===== src/rtl/led_driver_pkg.sv =====
// Shared types and constants for the I2C bit-level target interface.
// ---------------------------------------------------------------------------
`default_nettype none

package led_driver_pkg;

   localparam int I2C_ADDR_BITS   = 7;
   localparam int I2C_SYNC_STAGES = 2;

   typedef enum logic [2:0] {
      ST_IDLE     = 3'd0,
      ST_ADDR     = 3'd1,
      ST_ADDR_ACK = 3'd2,
      ST_RX_BYTE  = 3'd3,
      ST_RX_ACK   = 3'd4,
      ST_TX_BYTE  = 3'd5,
      ST_TX_ACK   = 3'd6,
      ST_IGNORE   = 3'd7
   } phy_state_t;

endpackage

`default_nettype wire


===== src/rtl/i2c_sync_edge.sv =====
// Pin synchronizer (resets to idle-high) with single-cycle rise/fall pulses.
// ---------------------------------------------------------------------------
`default_nettype none

module i2c_sync_edge #(
   parameter int STAGES = 2
) (
   input  logic clk,
   input  logic reset_n,
   input  logic i_pin,
   output logic o_level,
   output logic o_rise,
   output logic o_fall
);

   logic [STAGES-1:0] r_sync;
   logic              r_prev;

   always_ff @(posedge clk or negedge reset_n) begin
      if (!reset_n) begin
         r_sync <= '1;
         r_prev <= 1'b1;
      end else begin
         r_sync <= {r_sync[STAGES-2:0], i_pin};
         r_prev <= r_sync[STAGES-1];
      end
   end

   assign o_level = r_sync[STAGES-1];
   assign o_rise  =  r_sync[STAGES-1] & ~r_prev;
   assign o_fall  = ~r_sync[STAGES-1] &  r_prev;

endmodule

`default_nettype wire


===== src/rtl/i2c_bit_if.sv =====
// I2C target bit engine: address match, register-byte receive, single-byte read.
// Define I2C_CLK_STRETCH_EN to stretch SCL when the TX holder is empty at read start.
// ---------------------------------------------------------------------------
`default_nettype none

module i2c_bit_if
   import led_driver_pkg::*;
#(
   parameter logic [I2C_ADDR_BITS-1:0] DEVICE_ADDR = 7'h40,
   parameter int                       SYNC_STAGES = I2C_SYNC_STAGES
) (
   input  logic       clk,
   input  logic       reset_n,
   input  logic       scl_in,
   input  logic       sda_in,
   output logic       sda_oe,
   output logic       scl_oe,
   output logic       start,
   output logic       stop,
   output logic       rx_valid,
   output logic [7:0] rx_data,
   input  logic [7:0] tx_data,
   input  logic       tx_req,
   output logic       tx_ready,
   output logic       tx_underrun,
   output logic       busy
);

   logic w_scl, w_scl_rise, w_scl_fall;
   logic w_sda, w_sda_rise, w_sda_fall;
   logic w_start_det, w_stop_det;

   phy_state_t r_state;
   logic [2:0] r_bitcnt;
   logic [6:0] r_rx_shift;
   logic [6:0] r_tx_shift;
   logic [7:0] r_tx_hold;
   logic       r_tx_full;
   logic       r_tx_done;
   logic       r_rw;
   logic       r_reg_phase;
   logic       r_sda_oe;
   logic       r_start, r_stop, r_rx_valid, r_tx_underrun;
   logic [7:0] r_rx_data;
`ifdef I2C_CLK_STRETCH_EN
   logic       r_scl_oe;
   logic       r_tx_loaded;
`endif

   i2c_sync_edge #(.STAGES(SYNC_STAGES)) u_scl_sync (
      .clk(clk), .reset_n(reset_n), .i_pin(scl_in),
      .o_level(w_scl), .o_rise(w_scl_rise), .o_fall(w_scl_fall)
   );

   i2c_sync_edge #(.STAGES(SYNC_STAGES)) u_sda_sync (
      .clk(clk), .reset_n(reset_n), .i_pin(sda_in),
      .o_level(w_sda), .o_rise(w_sda_rise), .o_fall(w_sda_fall)
   );

   assign w_start_det = w_sda_fall & w_scl;
   assign w_stop_det  = w_sda_rise & w_scl;

   always_ff @(posedge clk or negedge reset_n) begin
      if (!reset_n) begin
         r_state       <= ST_IDLE;
         r_bitcnt      <= 3'd0;
         r_rx_shift    <= 7'd0;
         r_tx_shift    <= 7'd0;
         r_tx_hold     <= 8'd0;
         r_tx_full     <= 1'b0;
         r_tx_done     <= 1'b0;
         r_rw          <= 1'b0;
         r_reg_phase   <= 1'b0;
         r_sda_oe      <= 1'b0;
         r_start       <= 1'b0;
         r_stop        <= 1'b0;
         r_rx_valid    <= 1'b0;
         r_tx_underrun <= 1'b0;
         r_rx_data     <= 8'h00;
`ifdef I2C_CLK_STRETCH_EN
         r_scl_oe      <= 1'b0;
         r_tx_loaded   <= 1'b0;
`endif
      end else begin
         r_start       <= w_start_det;
         r_stop        <= w_stop_det;
         r_rx_valid    <= 1'b0;
         r_tx_underrun <= 1'b0;

         if (tx_req && !r_tx_full) begin
            r_tx_hold <= tx_data;
            r_tx_full <= 1'b1;
         end

         if (w_stop_det) begin
            r_state  <= ST_IDLE;
            r_bitcnt <= 3'd0;
            r_sda_oe <= 1'b0;
`ifdef I2C_CLK_STRETCH_EN
            r_scl_oe    <= 1'b0;
            r_tx_loaded <= 1'b0;
`endif
         end else if (w_start_det) begin
            r_state   <= ST_ADDR;
            r_bitcnt  <= 3'd0;
            r_sda_oe  <= 1'b0;
            r_tx_done <= 1'b0;
`ifdef I2C_CLK_STRETCH_EN
            r_scl_oe    <= 1'b0;
            r_tx_loaded <= 1'b0;
`endif
         end else begin
            case (r_state)
               ST_ADDR, ST_RX_BYTE: begin
                  if (w_scl_rise) begin
                     r_rx_shift <= {r_rx_shift[5:0], w_sda};
                     r_bitcnt   <= r_bitcnt + 3'd1;
                     if (r_bitcnt == 3'd7) begin
                        r_rx_data  <= {r_rx_shift, w_sda};
                        r_rx_valid <= 1'b1;
                        if (r_state == ST_RX_BYTE) begin
                           r_state <= ST_RX_ACK;
                        end else if (r_rx_shift == DEVICE_ADDR) begin
                           r_rw        <= w_sda;
                           r_reg_phase <= 1'b1;
                           r_state     <= ST_ADDR_ACK;
                        end else begin
                           r_state <= ST_IGNORE;
                        end
                     end
                  end
               end
               // First falling edge starts the ACK drive, the second ends it.
               ST_ADDR_ACK, ST_RX_ACK: begin
                  if (w_scl_fall) begin
                     if (!r_sda_oe) begin
                        r_sda_oe <= 1'b1;
                     end else if (r_state == ST_RX_ACK && r_reg_phase && r_rw) begin
                        r_reg_phase <= 1'b0;
                        r_state     <= ST_TX_BYTE;
                        if (r_tx_full) begin
                           r_tx_shift <= r_tx_hold[6:0];
                           r_tx_full  <= 1'b0;
                           r_sda_oe   <= ~r_tx_hold[7];
                        end else begin
                           r_sda_oe <= 1'b0;
`ifdef I2C_CLK_STRETCH_EN
                           r_scl_oe <= 1'b1;
`else
                           r_tx_shift    <= 7'h7F;
                           r_tx_underrun <= 1'b1;
`endif
                        end
                     end else begin
                        r_sda_oe <= 1'b0;
                        if (r_state == ST_RX_ACK) begin
                           r_reg_phase <= 1'b0;
                        end
                        r_state <= ST_RX_BYTE;
                     end
                  end
               end
               ST_TX_BYTE: begin
`ifdef I2C_CLK_STRETCH_EN
                  if (r_scl_oe) begin
                     if (r_tx_loaded) begin
                        r_scl_oe    <= 1'b0;
                        r_tx_loaded <= 1'b0;
                     end else if (r_tx_full) begin
                        r_tx_shift  <= r_tx_hold[6:0];
                        r_tx_full   <= 1'b0;
                        r_sda_oe    <= ~r_tx_hold[7];
                        r_tx_loaded <= 1'b1;
                     end
                  end else
`endif
                  if (w_scl_rise) begin
                     r_bitcnt <= r_bitcnt + 3'd1;
                     if (r_bitcnt == 3'd7) begin
                        r_tx_done <= 1'b1;
                     end
                  end else if (w_scl_fall) begin
                     if (r_tx_done) begin
                        r_tx_done <= 1'b0;
                        r_sda_oe  <= 1'b0;
                        r_state   <= ST_TX_ACK;
                     end else begin
                        r_tx_shift <= {r_tx_shift[5:0], 1'b0};
                        r_sda_oe   <= ~r_tx_shift[6];
                     end
                  end
               end
               ST_TX_ACK: begin
                  if (w_scl_rise) begin
                     r_state <= ST_IGNORE;
                  end
               end
               default: ;
            endcase
         end
      end
   end

   assign sda_oe      = r_sda_oe;
`ifdef I2C_CLK_STRETCH_EN
   assign scl_oe      = r_scl_oe;
`else
   assign scl_oe      = 1'b0;
`endif
   assign start       = r_start;
   assign stop        = r_stop;
   assign rx_valid    = r_rx_valid;
   assign rx_data     = r_rx_data;
   assign tx_ready    = ~r_tx_full;
   assign tx_underrun = r_tx_underrun;
   assign busy        = (r_state != ST_IDLE);

endmodule

`default_nettype wire

===== config.mk =====
export PLATFORM = sky130hd
export DESIGN_NAME = i2c_bit_if
export DESIGN_NICKNAME = d
export VERILOG_FILES = /design/src/rtl/led_driver_pkg.sv /design/src/rtl/i2c_sync_edge.sv /design/src/rtl/i2c_bit_if.sv
export SDC_FILE = /design/constraint.sdc
export NUM_CORES = 1
export LEC_CHECK = 0
export CAP_MARGIN = 20
export CORE_ASPECT_RATIO = 1.25
export CORE_MARGIN = 10
export CORE_UTILIZATION = 30
export CTS_BUF_LIST = sky130_fd_sc_hd__clkbuf_4
export DETAILED_ROUTE_END_ITERATION = 8
export PLACE_DENSITY = 0.51
export SLEW_MARGIN = 20
export SYNTH_ARGS = -nofsm -noshare
export SYNTH_HDL_FRONTEND = slang
export SYNTH_SLANG_ARGS = --single-unit

===== constraint.sdc =====
create_clock -name clk -period 1.7 [get_ports clk]
set_input_delay 0.255 -clock clk [delete_from_list [all_inputs] [get_ports clk]]
set_output_delay 0.255 -clock clk [all_outputs]
set_load 0.05 [all_outputs]

Word level (Yosys, flattened, before mapping)
Index checks and enable logic that the tools add are counted.
{ "totals": {"regBits": 51, "wordCells": 159, "input_bits": 13, "out_inout_bits": 16} }
{ "op_classes": {"n_mux": 70, "n_reduce_logical": 25, "n_eq_ne": 28, "addsub": 1, "n_bitwise": 16} }
{ "op_table": {"columns": ["cell", "count"], "rows": [
  ["2-to-1 mux 3 bit", 17],
  ["2-to-1 mux 7 bit", 7],
  ["2-to-1 mux 1 bit", 42],
  ["AND reduction 9 bit", 2],
  ["!= test 4 x 3 -> 1 bit (second input constant)", 4],
  ["!= test 4 bit (second input constant)", 4],
  ["!= test 2 bit (second input constant)", 7],
  ["one-hot mux 7 bit (2 select lines)", 1],
  ["== test 3 bit (second input constant)", 4],
  ["one-hot mux 3 bit (4 select lines)", 1],
  ["AND reduction 4 bit", 3],
  ["nonzero test 3 bit", 4],
  ["inverter 1 bit", 10],
  ["AND reduction 10 bit", 1],
  ["== test 7 bit (second input constant)", 1],
  ["AND reduction 7 bit", 1],
  ["bitwise AND 1 bit", 6],
  ["== test 3 x 2 -> 1 bit (second input constant)", 2],
  ["!= test 2 x 1 -> 1 bit (second input constant)", 3],
  ["!= test 3 bit (second input constant)", 2],
  ["nonzero test 2 bit", 3],
  ["nonzero test 6 bit", 1],
  ["AND reduction 5 bit", 1],
  ["one-hot mux 1 bit (2 select lines)", 2],
  ["8 further kinds", 11]
]} }

Longest topological paths before layout
{ "logic_depth": {"word_depth": 10, "depth_mapped": 7, "depth_no_buf": 7} }

Modules after synthesis
From an unflattened synthesis, not the netlist that was laid out.
{ "hier_totals": {"cells_unflattened": 204, "hier_area_um2": 2407.3} }
{ "by_module_without_submodules": {"columns": ["mod", "seq_area_each_um2", "instances", "area_per_inst_um2", "cells_each"], "rows": [
  ["i2c_bit_if", 1126.1, 1, 2219.6, 194],
  ["i2c_sync_edge", 78.8, 2, 93.8, 5]
]} }

Least setup slack after synthesis
OpenSTA, ideal clock, no wires.
{ "synth_path": {"kind": "register to register", "from": "register u_scl_sync.r_sync[1]", "to": "register r_rw", "n_path_buf": 1, "setup_time_ns": 0.128, "slack_ns": -0.180, "t_required_ns": 1.572, "stages_incl_launch_ff": 7, "synth_period_minus_slack_ns": 1.880, "arrival_ns": 1.752, "path_cell_list": "dfstp_2 -> and2b_1 -> nand3b_4 -> or2_1 -> buf_4 -> nor3_2 -> mux2_1"} }
{ "synth_via": {"elab_chain_cells": 3, "elab_cells_between_ends": 6} }
{ "synth_lines": {"columns": ["element", "line", "source"], "rows": [
  ["start, declared", "i2c_sync_edge.sv:16", "logic [STAGES-1:0] r_sync;"],
  ["start signal, assigned", "i2c_sync_edge.sv:24", "r_sync <= {r_sync[STAGES-2:0], i_pin};"],
  ["bitwise AND 1 bit (on tied branches)", "i2c_bit_if.sv:61, i2c_bit_if.sv:60", null],
  ["inverter 1 bit (no source line)", null, null],
  ["AND reduction 7 bit (no source line) (*)", null, null],
  ["end signal, assigned", "i2c_bit_if.sv:124", "r_rw <= w_sda;"],
  ["end, declared", "i2c_bit_if.sv:40", "logic r_rw;"]
]} }
Mark *: on every way between the ends. The rest lies on a longest branch, timed or not.
A chain may end at the register's enable or synchronous reset.

Worst setup path in the final report
{ "layout_path": {"from": "register r_bitcnt[0]", "to": "register r_state[2]"} }
{ "layout_via": {"elab_chain_cells": 3} }
{ "layout_lines": {"columns": ["element", "line", "source"], "rows": [
  ["start, declared", "i2c_bit_if.sv:34", "logic [2:0] r_bitcnt;"],
  ["start signal, assigned", "i2c_bit_if.sv:117", "r_bitcnt <= r_bitcnt + 3'd1;"],
  ["start signal, assigned", "i2c_bit_if.sv:178", "r_bitcnt <= r_bitcnt + 3'd1;"],
  ["== test 3 bit", "i2c_bit_if.sv:118", "if (r_bitcnt == 3'd7) begin"],
  ["!= test 4 bit (no source line)", null, null],
  ["AND reduction 9 bit (no source line)", null, null],
  ["end signal, assigned", "i2c_bit_if.sv:122", "r_state <= ST_RX_ACK;"],
  ["end signal, assigned", "i2c_bit_if.sv:126", "r_state <= ST_ADDR_ACK;"],
  ["end signal, assigned", "i2c_bit_if.sv:128", "r_state <= ST_IGNORE;"],
  ["end, declared", "i2c_bit_if.sv:33", "phy_state_t r_state;"]
]} }
No other way between the ends.

==> run metrics <==
synthesized instance count ~200; Root Driver clkbuf_4; initial antenna violation count 0; leakage 1.53 nW; wire per inst 14.2 um; Tmin final around 1900 ps; RSZ-0062 raised after global routing yes; Rows 35; distinct cell type count after synthesis 43; WL final 5.15 mm; maximum VDD drop 556 uV; Layout Area Growth over Synthesis 37.6%; fin crit share 112%; Async S/R FF share, synth 100%; Seq/Total Area, Yosys 55.3%; filler cell count in the final layout ~740; Die Y 118 um; Final Hold Violating Endpoints 0; data arrival time of the worst path 2190 ps; H-tree depth 2; routed via count 1,711; Layout Nets ~290; DR vias/cell 4.70; Slew Limit Fails 0; Post-Syn Area approximately 0.0023 mm2; EDFF count, synth 0; max-cap violations 0; Max clock buf depth 2; Worst Path Required slightly below 2000 ps; pwr/cell area 1280 mW/mm2; Synth Area in XOR/XNOR 0.754%; Placer Congestion 0.813; most common cell after layout, fill and taps aside buf_4; CTS tree built; Worst-path clk slew 150 ps; worst skew pair latency 380 ps; critical path endpoint category flop; IO buf count 27; Max FO, Critical Path 2; Ant. Diodes 0; First DRT Iteration DRCs 43; proportion of layout cells with a drive suffix above 1 44.5%; most frequent cells in the layout buf_4 (48), dfrtp_1 (44), mux2_2 (15), nor2_1 (13), nand2_1 (12); largest net degree at the start of global routing 52; Die Width 98.7 um; fraction of the mapped netlist area in adder cells under 10%; Setup crit start kind flop; failing checks setup timing; Seq cells post-synth between 50 and 60; CTS Sinks 51; die area 0.0117 mm2; total CTS buffers 5; Crit Path Category flop to flop; DP Worst Slack -258 ps; final setup fails 12; Primary FF master, synth dfrtp_1; Post-route DRC 0; Detailed Routing Iterations Pass 1 4; final std cells w/o fill 364; status finished, violations left; Tot GR Track Use about 9%; Clock Skew approximately 15 ps; placed insts 349; vias in the first global route around 1,800; Core Box Area around 0.0074 mm2; # IOs 29; Hold Crit Class primary input to flop; Final Core Density 42.9%; GR Overflow Total 0; combinational family with the most area after synthesis multiplexers; mean area per synthesized cell 11.5 um2; initial core utilization 31.2%; DRT antenna net count 0; DP HPWL about 3.7 mm; Post-Synth Simple-Gate Area 13.8%; final setup margin -207 ps; Fmax achieved approximately 520 MHz; Synth Net Count 217; first-pass GRT wire length 8.79 mm; Ys Warns 0; mux share of post-synthesis cell area 14.4%; post-synthesis compound-gate area fraction a little over a tenth
[stage by stage]
step | instance area, um2 | hold slack [ps] | setup TNS (ps) | total power (W)
after floorplan | 2340 | -40.6 | -478 | 0.00264
after global placement | 2940 | 270 | -970 | 0.00325
after detailed placement | 2940 | 269 | -1570 | 0.00329
after CTS | 3180 | 248 | -1580 | 0.00409
after global routing | 3200 | 252 | -2470 | 0.00439
final | 3200 | 269 | -1120 | 0.00408
[registers in the layout (all words and copies together), names as in the netlist]
| name | cells |
|---|---|
| r_tx_done | 1 |
| r_rx_shift | 7 |
| r_tx_shift | 7 |
| start | 1 |
| stop | 1 |
| r_tx_full | 1 |
| r_state | 3 |
| r_bitcnt | 3 |
| r_tx_hold | 8 |
| u_scl_sync.r_prev | 1 |
| r_reg_phase | 1 |
| u_scl_sync.r_sync | 2 |
| rx_data | 8 |
| r_rw | 1 |
| tx_underrun | 1 |
| rx_valid | 1 |
| u_sda_sync.r_prev | 1 |
| u_sda_sync.r_sync | 2 |
| sda_oe | 1 |
[layer usage]
layer / GRT usage (%) / vias up / part of all wire (%)
met4: 3.05 / 0 / 1.4
met5: 0 / - / 0
met3: 2.80 / 6 / 4.4
li1: - / 844 / -
met2: 15.2 / 32 / 52
met1: 10.4 / 829 / 43
[critical path: stages (launching register included)]
cell	delay (ps)
dfrtp_1	380
ha_2	200
ha_4	130
nand3b_1	100
o22a_1	180
a222oi_1	360
buf_4	190
o22ai_2	60
a221oi_2	230
[cells by family (layout without fill, tap and decap cells)]
logic type,Yosys count,count (layout)
simple gates,57,57
buf+inv,20,90
compound gates,39,39
mux,30,30
flops,51,51
fa+ha+maj,2,2
other cells,1,1
xor+xnor,2,2
[final timing paths]
path | cells past startpoint | slack (ps) | from | end
max | 8 | -210 | r_bitcnt[0] | r_state[2]
min | 1 | 270 | scl_in | u_scl_sync.r_sync[0]
max reg2reg | 8 | -210 | r_bitcnt[0] | r_state[2]
min reg2reg | 0 | 370 | u_scl_sync.r_sync[0] | u_scl_sync.r_sync[1]
max in group asynchronous | 3 | 1050 | reset_n | u_sda_sync.r_sync[0]
min in group asynchronous | 3 | 370 | reset_n | stop
[cell type report]
class                           count  area, um2  share of cell area (%)
Sequential cell                    51       1280                    40.2
Multi-Input combinational cell    131       1070                    33.4
Timing Repair Buffer               71        628                    19.6
Tap cell                           92        115                    3.60
Inverter                           11       41.3                    1.29
Clock buffer                        5       37.5                    1.17
Clock inverter                      3       22.5                   0.705
[power by group]
group	internal [W]	switching, W
clock	0.000168	0.000411
combinational	0.000954	0.000879
sequential	0.00150	0.000166
total	0.00263	0.00146
[timing repair]
action / 4_1_cts / 5_1_grt
endpoints found under the setup margin: 21 / 23
pin swaps: 13 / 10
hold buffers: 1 / 0
setup buffers: 9 / 1
resized for setup: 33 / 6
hold endpoints to repair: 45 / 0
[synth_stat cells, types with 2 or more instances]
master    count  share of area [%]
clkbuf_1      5               0.81
or2_1         2               0.54
and2b_1       2               0.65
or3_1         2               0.54
and2_1        4                1.1
nor3_2        2               0.86
nor3_1        4               0.86
a31oi_1       5                1.3
nand2b_1      4                1.1
nor2b_1       2               0.54
mux2_2       24                 12
ha_1          2                1.1
o21ai_0      14                3.0
xor2_1        2               0.75
dfrtp_1      45                 48
dfstp_2       6                6.8
o31ai_1       3               0.97
nor2_1       14                2.3
mux2i_1       3                1.3
a21oi_1       4               0.86
inv_1        11                1.8
a21o_1        2               0.65
mux2_1        3                1.5
buf_4         4                1.3
nand3_1       2               0.43
o22ai_1       3               0.81
nand2_1      12                1.9
Power figures use the tool's default switching activity.
